--- src/rtl/pmem_arbiter.sv ---
`default_nettype none
// ============================================================================
// Module   : pmem_arbiter
// Brief    : Shares one cacheline-adaptor port between icache and dcache
//            miss paths with round-robin tie breaking.
// Revision : 1.0  initial release
// ============================================================================
module pmem_arbiter #(
    parameter int LINE_W = 256,
    parameter int ADDR_W = 32
) (
    input  logic              clk,
    input  logic              rst,

    input  logic              icache_pmem_read,
    input  logic [ADDR_W-1:0] icache_pmem_addr,
    output logic [LINE_W-1:0] icache_pmem_rdata,
    output logic              icache_pmem_resp,

    input  logic              dcache_pmem_read,
    input  logic              dcache_pmem_write,
    input  logic [ADDR_W-1:0] dcache_pmem_addr,
    input  logic [LINE_W-1:0] dcache_pmem_wdata,
    output logic [LINE_W-1:0] dcache_pmem_rdata,
    output logic              dcache_pmem_resp,

    output logic              mem_read,
    output logic              mem_write,
    output logic [ADDR_W-1:0] mem_addr,
    output logic [LINE_W-1:0] mem_wdata,
    input  logic [LINE_W-1:0] mem_rdata,
    input  logic              mem_resp
);

    typedef enum logic [1:0] {
        ST_IDLE    = 2'd0,
        ST_SERVE_I = 2'd1,
        ST_SERVE_D = 2'd2,
        ST_RELEASE = 2'd3
    } state_t;

    state_t              r_state;
    logic                r_last_d;
    logic                r_cmd_read;
    logic                r_cmd_write;
    logic [ADDR_W-1:0]   r_cmd_addr;
    logic [LINE_W-1:0]   r_cmd_wdata;

    logic                w_req_i;
    logic                w_req_d;
    logic                w_grant_i;
    logic                w_grant_d;
    logic                w_serving;

    assign w_req_i   = icache_pmem_read;
    assign w_req_d   = dcache_pmem_read | dcache_pmem_write;
    // On a tie the cache that was not served last wins.
    assign w_grant_d = w_req_d & (~w_req_i | ~r_last_d);
    assign w_grant_i = w_req_i & ~w_grant_d;
    assign w_serving = (r_state == ST_SERVE_I) || (r_state == ST_SERVE_D);

    always_ff @(posedge clk) begin
        if (rst) begin
            r_state     <= ST_IDLE;
            r_last_d    <= 1'b0;
            r_cmd_read  <= 1'b0;
            r_cmd_write <= 1'b0;
            r_cmd_addr  <= '0;
            r_cmd_wdata <= '0;
        end else begin
            case (r_state)
                ST_IDLE: begin
                    if (w_grant_d) begin
                        r_state     <= ST_SERVE_D;
                        r_cmd_addr  <= dcache_pmem_addr;
                        r_cmd_wdata <= dcache_pmem_wdata;
                        // A simultaneous read+write is illegal; the write wins.
                        r_cmd_write <= dcache_pmem_write;
                        r_cmd_read  <= dcache_pmem_read & ~dcache_pmem_write;
                    end else if (w_grant_i) begin
                        r_state     <= ST_SERVE_I;
                        r_cmd_addr  <= icache_pmem_addr;
                        r_cmd_wdata <= '0;
                        r_cmd_write <= 1'b0;
                        r_cmd_read  <= 1'b1;
                    end
                end
                ST_SERVE_I, ST_SERVE_D: begin
                    if (mem_resp) begin
                        r_last_d <= (r_state == ST_SERVE_D);
                        r_state  <= ST_RELEASE;
                    end
                end
                ST_RELEASE: begin
                    // One dead cycle lets the served cache drop its request.
                    r_state <= ST_IDLE;
                end
                default: begin
                    r_state <= ST_IDLE;
                end
            endcase
        end
    end

    assign mem_read          = w_serving & r_cmd_read;
    assign mem_write         = w_serving & r_cmd_write;
    assign mem_addr          = r_cmd_addr;
    assign mem_wdata         = r_cmd_wdata;

    assign icache_pmem_resp  = (r_state == ST_SERVE_I) & mem_resp;
    assign dcache_pmem_resp  = (r_state == ST_SERVE_D) & mem_resp;
    assign icache_pmem_rdata = mem_rdata;
    assign dcache_pmem_rdata = mem_rdata;

endmodule
`default_nettype wire

--- config.mk ---
export PLATFORM = sky130hd
export DESIGN_NAME = pmem_arbiter
export DESIGN_NICKNAME = d
export VERILOG_FILES = /design/src/rtl/pmem_arbiter.sv
export SDC_FILE = /design/constraint.sdc
export NUM_CORES = 1
export LEC_CHECK = 0
export BUFFER_PORTS_ARGS = -buffer_cell sky130_fd_sc_hd__buf_2
export CAP_MARGIN = 10
export CORE_AREA = 2 2 543 545
export CTS_CLUSTER_SIZE = 10
export DETAILED_ROUTE_END_ITERATION = 10
export DIE_AREA = 0 0 545 547
export GPL_TIMING_DRIVEN = 0
export HOLD_SLACK_MARGIN = 0.1
export SYNTH_ARGS = -nofsm -noshare
export SYNTH_HDL_FRONTEND = slang
export SYNTH_SLANG_ARGS = --single-unit
--- constraint.sdc ---
create_clock -name clk -period 3.6 [get_ports clk]
set_input_delay 0.18 -clock clk [delete_from_list [all_inputs] [get_ports clk]]
set_output_delay 0.18 -clock clk [all_outputs]
set_load 0.1 [all_outputs]
==> results of run 1 <==
[cell usage in the layout (no fill, tap or decap), drive strengths merged, types with 2 or more instances in the layout]
master,netlist,routed
dfxtp,293,293
dlygate4sd3,0,325
and2,4,4
nand3,257,257
buf,586,1718
clkbuf,58,109
ha,4,4
a311oi,2,2
nand2,293,293
nor2,34,34
clkinvlp,0,3
a21oi,289,289
clkinv,0,7
inv,2,5
diode,0,87
a211oi,31,31
bufinv,0,2
[power breakdown]
part | leakage, nW | internal, mW | total [mW] | switching [mW]
logic | 10.4 | 2.75 | 16.2 | 13.5
clock network | 0.605 | 2.28 | 4.14 | 1.86
registers | 2.41 | 4.08 | 4.61 | 0.538
[cells by family (layout without fill, tap and decap cells)]
kind of cell	count (synthesis)	in the layout	share of synthesized area, %
AOI/OAI and AO/OA	331	331	12.1
and+or+nand+nor	592	592	17.4
DFF	293	293	39.9
other	0	87	0
buffers and inverters	646	2169	30.2
adders and majority gates	4	4	0.340
[layout make-up]
type                       count  area (um2)  share of cell area [%]
clock inverter                15         170                   0.566
buffer                       644        4440                    14.8
sequential                   293        5870                    19.5
multi-input combinational    927        4400                    14.6
antenna                       87         218                   0.724
timing repair buffer        1457        9000                    29.9
tap                         3919        4900                    16.3
inverter                       2        7.51                  0.0250
clock buffer                  51        1080                    3.60
[flip-flops by register name (all words and copies together) (netlist names)]
signal       cells
r_last_d         1
mem_wdata      256
r_state          2
mem_addr        32
r_cmd_write      1
r_cmd_read       1
[worst max path at each step]
stage                     slack, ps        endpoint       start  depth (start not counted)
after floorplan                1920        mem_read  r_state[0]                          3
after global placement          300  mem_wdata[155]         rst                          4
after detailed placement        790    mem_addr[14]  r_state[1]                          7
after CTS                       200    mem_addr[14]  r_state[1]                          8
after global routing             80    mem_addr[10]  r_state[1]                          8
final                           370    mem_addr[10]  r_state[1]                          8
[worst max-delay path, delay by kind of cell (launching register included)]
kind | cells | cell delay [ps]
AOI/OAI and AO/OA | 2 | 480
buffers and inverters | 4 | 1980
and+or+nand+nor | 1 | 80
DFF | 1 | 310
adders and majority gates | 1 | 290
[per-layer routing]
layer	track usage, %	up-vias	routed length [um]
li1	-	8768	-
met1	14.1	9158	75300
met4	5.14	36	8560
met2	19.5	1453	85300
met3	8.90	263	32800
met5	0.754	-	545
[metrics by stage]
step	area, um2	utilization [%]	setup WS, ps	hold WS, ps	std cells
global placement	25300	8.63	296	430	6912
detailed placement	25400	8.67	791	436	6917
floorplan	14700	-	1920	321	1866
global route	30000	10.3	82.7	304	7357
CTS	29900	10.2	204	231	7308
finish	30100	10.3	372	332	7395
==> flow_metrics.py, run 1 <==
metrics = {
    "logic_synthesis": {
        "synth_most_common_cell": "buf_4",
        "yosysTopAreaCell": "dfxtp_1",
        "synth_seq_cells": 293,
        "synth_nets": 2452,
        "postSynth.asyncResetShare_pct": 0,
        "netlist_area_mm2": 0.0147,
        "yosysTopAreaCellShare_pct": 39.9,
        "synth-main-ff-cell": "dfxtp_1",
        "synth-seq-area-share_pct": 39.9,
        "postSynthAreaPerCell_um2": 7.88,
        "yosys_warnings": 0,
        "synth.area.top_cells": "dfxtp_1 40%, buf_4 26%, a21oi_1 9.8%",
        "synth_common_cells": "513 x buf_4, 293 x dfxtp_1, 293 x nand2_1, 289 x a21oi_1, 257 x nand3_1",
        "synth_edf_count": 0,
        "netlist_instances": 1866,
        "synthDistinctLibCells": 28,
    },
    "worst_hold_path": {
        "hold_path_depth": 4,
        "min_to": "mem_wdata[9]",
        "hp-class": "input pin to flop",
        "hp-start": "dcache_pmem_wdata[9]",
    },
    "critical_path": {
        "cp.arrival_ps": 3800,
        "rrSetupSlack_ps": 370,
        "critPathCaptureType": "flop",
        "worstSetupPathType": "flop to flop",
        "crit_slowest_cell": "clkbuf_1",
        "reg2reg_from": "r_state[1]",
        "timing.rr.end": "mem_addr[10]",
        "critPathRequiredTime_ps": 4170,
        "start_kind": "flop",
        "crit_fanout": 10,
        "crit_chain": "inv_1 -> ha_1 -> o31a_1 -> buf_2 -> clkbuf_1 -> nor2_1 -> a211oi_1 -> dlygate4sd3_1",
        "r2r_cells": 8,
        "slowest_delay_ps": 790,
    },
    "timing": {
        "setup-violations-final": 0,
        "final.min_clock_period_ps": 3230,
        "drv_slew": 0,
        "finClkSkew_ps": 20.4,
        "slew_headroom_pct": 19.4,
        "hold_violations": 0,
        "tns_ps": 0,
        "grt_setup_unrepaired": "false",
        "tightest_slew_ps": 1210,
        "max_freq_ghz": 0.310,
        "period_share_pct": 89.7,
    },
    "clocking": {
        "clk_pin_slew_ps": 60,
        "cts_made_buffers": 41,
        "cts_tree": "built",
        "cts_max_level": 2,
        "clkLatencyLatePin_ps": 640,
        "hold_buffers": 325,
        "root_buffer": "clkbuf_16",
        "cts_sinks": 293,
        "cts_resized": 0,
        "postCtsSetupRepairBufs": 0,
        "clk_path_buf_depth": 3,
    },
    "global_routing": {
        "grt_max_degree": 12,
        "grt_pass1_vias": 18900,
        "grt-ovfl-total": 0,
        "antenna_found_initial": 94,
        "grt_pass1_wl_um": 239000,
        "track_usage_pct": 13.0,
    },
    "floorplanning": {
        "rows": 199,
        "die_h_um": 547,
        "ios": 1386,
        "coreArea_mm2": 0.293,
        "die_w_um": 545,
        "die_area_mm2": 0.298,
        "initial_core_util_pct": 5.03,
    },
    "detailed_routing": {
        "via_count": 19700,
        "vias_per_cell": 2.66,
        "drc": 0,
        "postRouteAntennaNets": 0,
        "drt_wl_total_um": 202000,
        "dr.pass1.iters": 5,
        "detail_route.iter0.violations": 1496,
        "wl_per_cell_um": 27.4,
    },
    "cells_and_area": {
        "fillers": 34100,
        "drive_above_1_share_pct": 52.4,
        "syn_to_final_growth_pct": 105,
        "nets": 3952,
    },
    "placement": {
        "port_buffers": 1127,
        "dp_hpwl_um": 183000,
        "gp_congestion": 1.03,
    },
    "run_status": {
        "status": "finished, final reports clean",
    },
    "power": {
        "power.leakage_nw": 13.4,
        "power_mw": 25.0,
        "power_density_mw_per_mm2": 830,
        "peakVddDrop_v": 0.000479,
    },
    "run": {
        "cap_violations": 0,
    },
}
Note: power is estimated with default switching activity, not from simulation.
==> run 2: changes to the inputs <==
--- a/config.mk
+++ b/config.mk
@@ -7,12 +7,15 @@
 export LEC_CHECK = 0
 export BUFFER_PORTS_ARGS = -buffer_cell sky130_fd_sc_hd__buf_2
 export CAP_MARGIN = 10
-export CORE_AREA = 2 2 543 545
+export CELL_PAD_IN_SITES_DETAIL_PLACEMENT = 1
+export CELL_PAD_IN_SITES_GLOBAL_PLACEMENT = 1
+export CORE_AREA = 2 2 548 550
 export CTS_CLUSTER_SIZE = 10
 export DETAILED_ROUTE_END_ITERATION = 10
-export DIE_AREA = 0 0 545 547
+export DIE_AREA = 0 0 550 552
 export GPL_TIMING_DRIVEN = 0
 export HOLD_SLACK_MARGIN = 0.1
+export PLACE_DENSITY_LB_ADDON = 0.1
 export SYNTH_ARGS = -nofsm -noshare
 export SYNTH_HDL_FRONTEND = slang
 export SYNTH_SLANG_ARGS = --single-unit
==> run 2 against run 1 <==
Critical path depth is the same. Hold slack lost 42 ps. Global-route usage shrank 3.7 points. Clock skew grew 27 ps. Core utilization shrank 0.10 points. Combinational power shrank 4%. Maximum frequency grew 9.0%. Critical path type unchanged.
==> flow_metrics.py, run 2 (synthesis gave the netlist of run 1 again) <==
metrics = {
    "global_routing": {
        "antenna_found_initial": 38,
        "grt_pass1_vias": 20100,
        "grt-ovfl-total": 0,
        "track_usage_pct": 9.29,
        "grt_max_degree": 15,
        "grt_pass1_wl_um": 190000,
    },
    "detailed_routing": {
        "route.met3.wl_um": 21600,
        "wl_met2_um": 70700,
        "wl_per_cell_um": 19.9,
        "vias_per_cell": 2.49,
        "via_count": 18400,
        "drt_wl_total_um": 147000,
        "dr.pass1.iters": 4,
        "wl_met1_um": 51700,
        "postRouteAntennaNets": 0,
        "drc": 0,
        "detail_route.iter0.violations": 473,
        "highest_layer": "met5",
    },
    "clocking": {
        "cts_sinks": 293,
        "clk_path_buf_depth": 3,
        "clk_pin_slew_ps": 60,
        "postCtsSetupRepairBufs": 0,
        "clkLatencyLatePin_ps": 700,
        "cts_made_buffers": 52,
        "root_buffer": "clkbuf_16",
        "cts_tree": "built",
        "cts_max_level": 2,
    },
    "timing": {
        "max_freq_ghz": 0.338,
        "drv_slew": 0,
        "tightest_slew_ps": 1130,
        "final.min_clock_period_ps": 2960,
        "setup-violations-final": 0,
        "slew_headroom_pct": 24.4,
        "holdWs_ps": 290,
        "period_share_pct": 82.3,
        "finClkSkew_ps": 47.9,
        "hold_violations": 0,
        "tns_ps": 0,
        "grt_setup_unrepaired": "false",
    },
    "critical_path": {
        "start_kind": "flop",
        "worstSetupPathType": "flop to flop",
        "critPathCaptureType": "flop",
        "cp.arrival_ps": 3570,
        "crit_fanout": 10,
        "crit_slowest_cell": "clkbuf_1",
        "crit_path_start": "r_state[1]",
        "crit_chain": "inv_1 -> ha_1 -> o31a_1 -> buf_2 -> clkbuf_1 -> nor2_1 -> a211oi_1 -> dlygate4sd3_1",
        "reg2reg_from": "r_state[1]",
        "critPathRequiredTime_ps": 4210,
        "slowest_delay_ps": 640,
    },
    "power": {
        "switchingPower_mw": 15.6,
        "power.leakage_nw": 13.6,
        "seqPwrFrac_pct": 18.0,
        "p_int_mw": 9.97,
        "switching_share_pct": 61.0,
        "clock_power_share_pct": 21.2,
        "power_density_mw_per_mm2": 841,
        "peakVddDrop_v": 0.000436,
        "combinationalPowerShare_pct": 60.8,
    },
    "floorplanning": {
        "ios": 1386,
        "rows": 201,
        "initial_core_util_pct": 4.93,
        "coreArea_mm2": 0.298,
        "die_w_um": 550,
        "die_area_mm2": 0.304,
        "die_h_um": 552,
    },
    "cells_and_area": {
        "drive_above_1_share_pct": 52.6,
        "mostFrequentLayoutCells": "1,195 x buf_2, 513 x buf_4, 325 x dlygate4sd3_1",
        "syn_to_final_growth_pct": 106,
        "nets": 3958,
        "final_cell_area_mm2": 0.0304,
        "fin_cells": 7392,
        "mostFrequentLayoutCell": "buf_2",
        "largest_reg_flops": 256,
        "final_core_util_pct": 10.2,
    },
    "run": {
        "cap_violations": 0,
    },
    "worst_hold_path": {
        "hp-start": "dcache_pmem_wdata[28]",
        "hp-class": "input pin to flop",
    },
    "placement": {
        "dp_hpwl_um": 127000,
        "dp_cells": 6951,
        "port_buffers": 1127,
        "gp_congestion": 0.763,
        "placed_cell_area_mm2": 0.0253,
    },
    "run_status": {
        "status": "finished, final reports clean",
    },
}
[run 2: cell types whose count changed in the layout (fill, tap and decap cells not counted), moves of 2 or more]
cell        delta
clkbuf_8       +7
clkinv_2       +6
clkbuf_1       +5
inv_6          -3
bufinv_16      +3
diode_2       -63
clkinvlp_4     -3
buf_8          -2
clkbuf_16     +12
buf_16         -2
[run 2: repair_timing]
item                                   4_1_cts  5_1_grt
setup endpoints to repair                    0        0
endpoints found under the hold margin      293        0
gates resized for setup                      0        0
hold buffers                               325        0
[run 2: area by class of cell]
type / count / area [um2]
buffer: 644 / 4440
clock inverter: 18 / 255
timing repair buffer: 1452 / 8890
sequential: 293 / 5870
inverter: 2 / 7.51
multi-input combinational: 927 / 4400
fill: 35900 / 268000
tap: 3958 / 4950
antenna: 24 / 60.1
clock buffer: 74 / 1500
[run 2: critical path, delay by kind of cell (launching register included)]
kind,cells,cell delay (ps)
AO/OA/AOI/OAI,2,460
adder cells (fa/ha/maj),1,340
buffers and inverters,4,1690
flip-flops,1,320
AND/OR/NAND/NOR,1,80
[run 2: power groups by stage]
stage                     Clock, mW  Combinational, mW  Sequential [mW]
after floorplan                   0               5.39             10.3
after global placement            0               15.7             4.66
after detailed placement          0               15.6             4.67
after CTS                      5.83               16.1             4.63
after global routing           5.87               16.6             4.72
final                          5.42               15.5             4.59
[run 2: metal layers]
metal	vias to the layer above	track usage [%]
li1	8734	-
met1	8647	9.16
met2	907	16.2
met3	123	5.90
met4	14	2.08
met5	-	0
[run 2: final timing paths]
check | end | slack, ps | cells past startpoint
worst max-delay path | mem_addr[18] | 640 | 8
worst min-delay path | mem_wdata[28] | 290 | 4
worst max register to register | mem_addr[18] | 640 | 8
worst min register to register | mem_wdata[195] | 450 | 2
[run 2: through the flow]
stage	power (mW)	worst slack [ps]
2_1_floorplan	15.6	1920
3_3_place_gp	20.3	68.1
3_5_place_dp	20.2	495
4_1_cts	26.6	520
5_1_grt	27.2	333
6_report	25.5	639
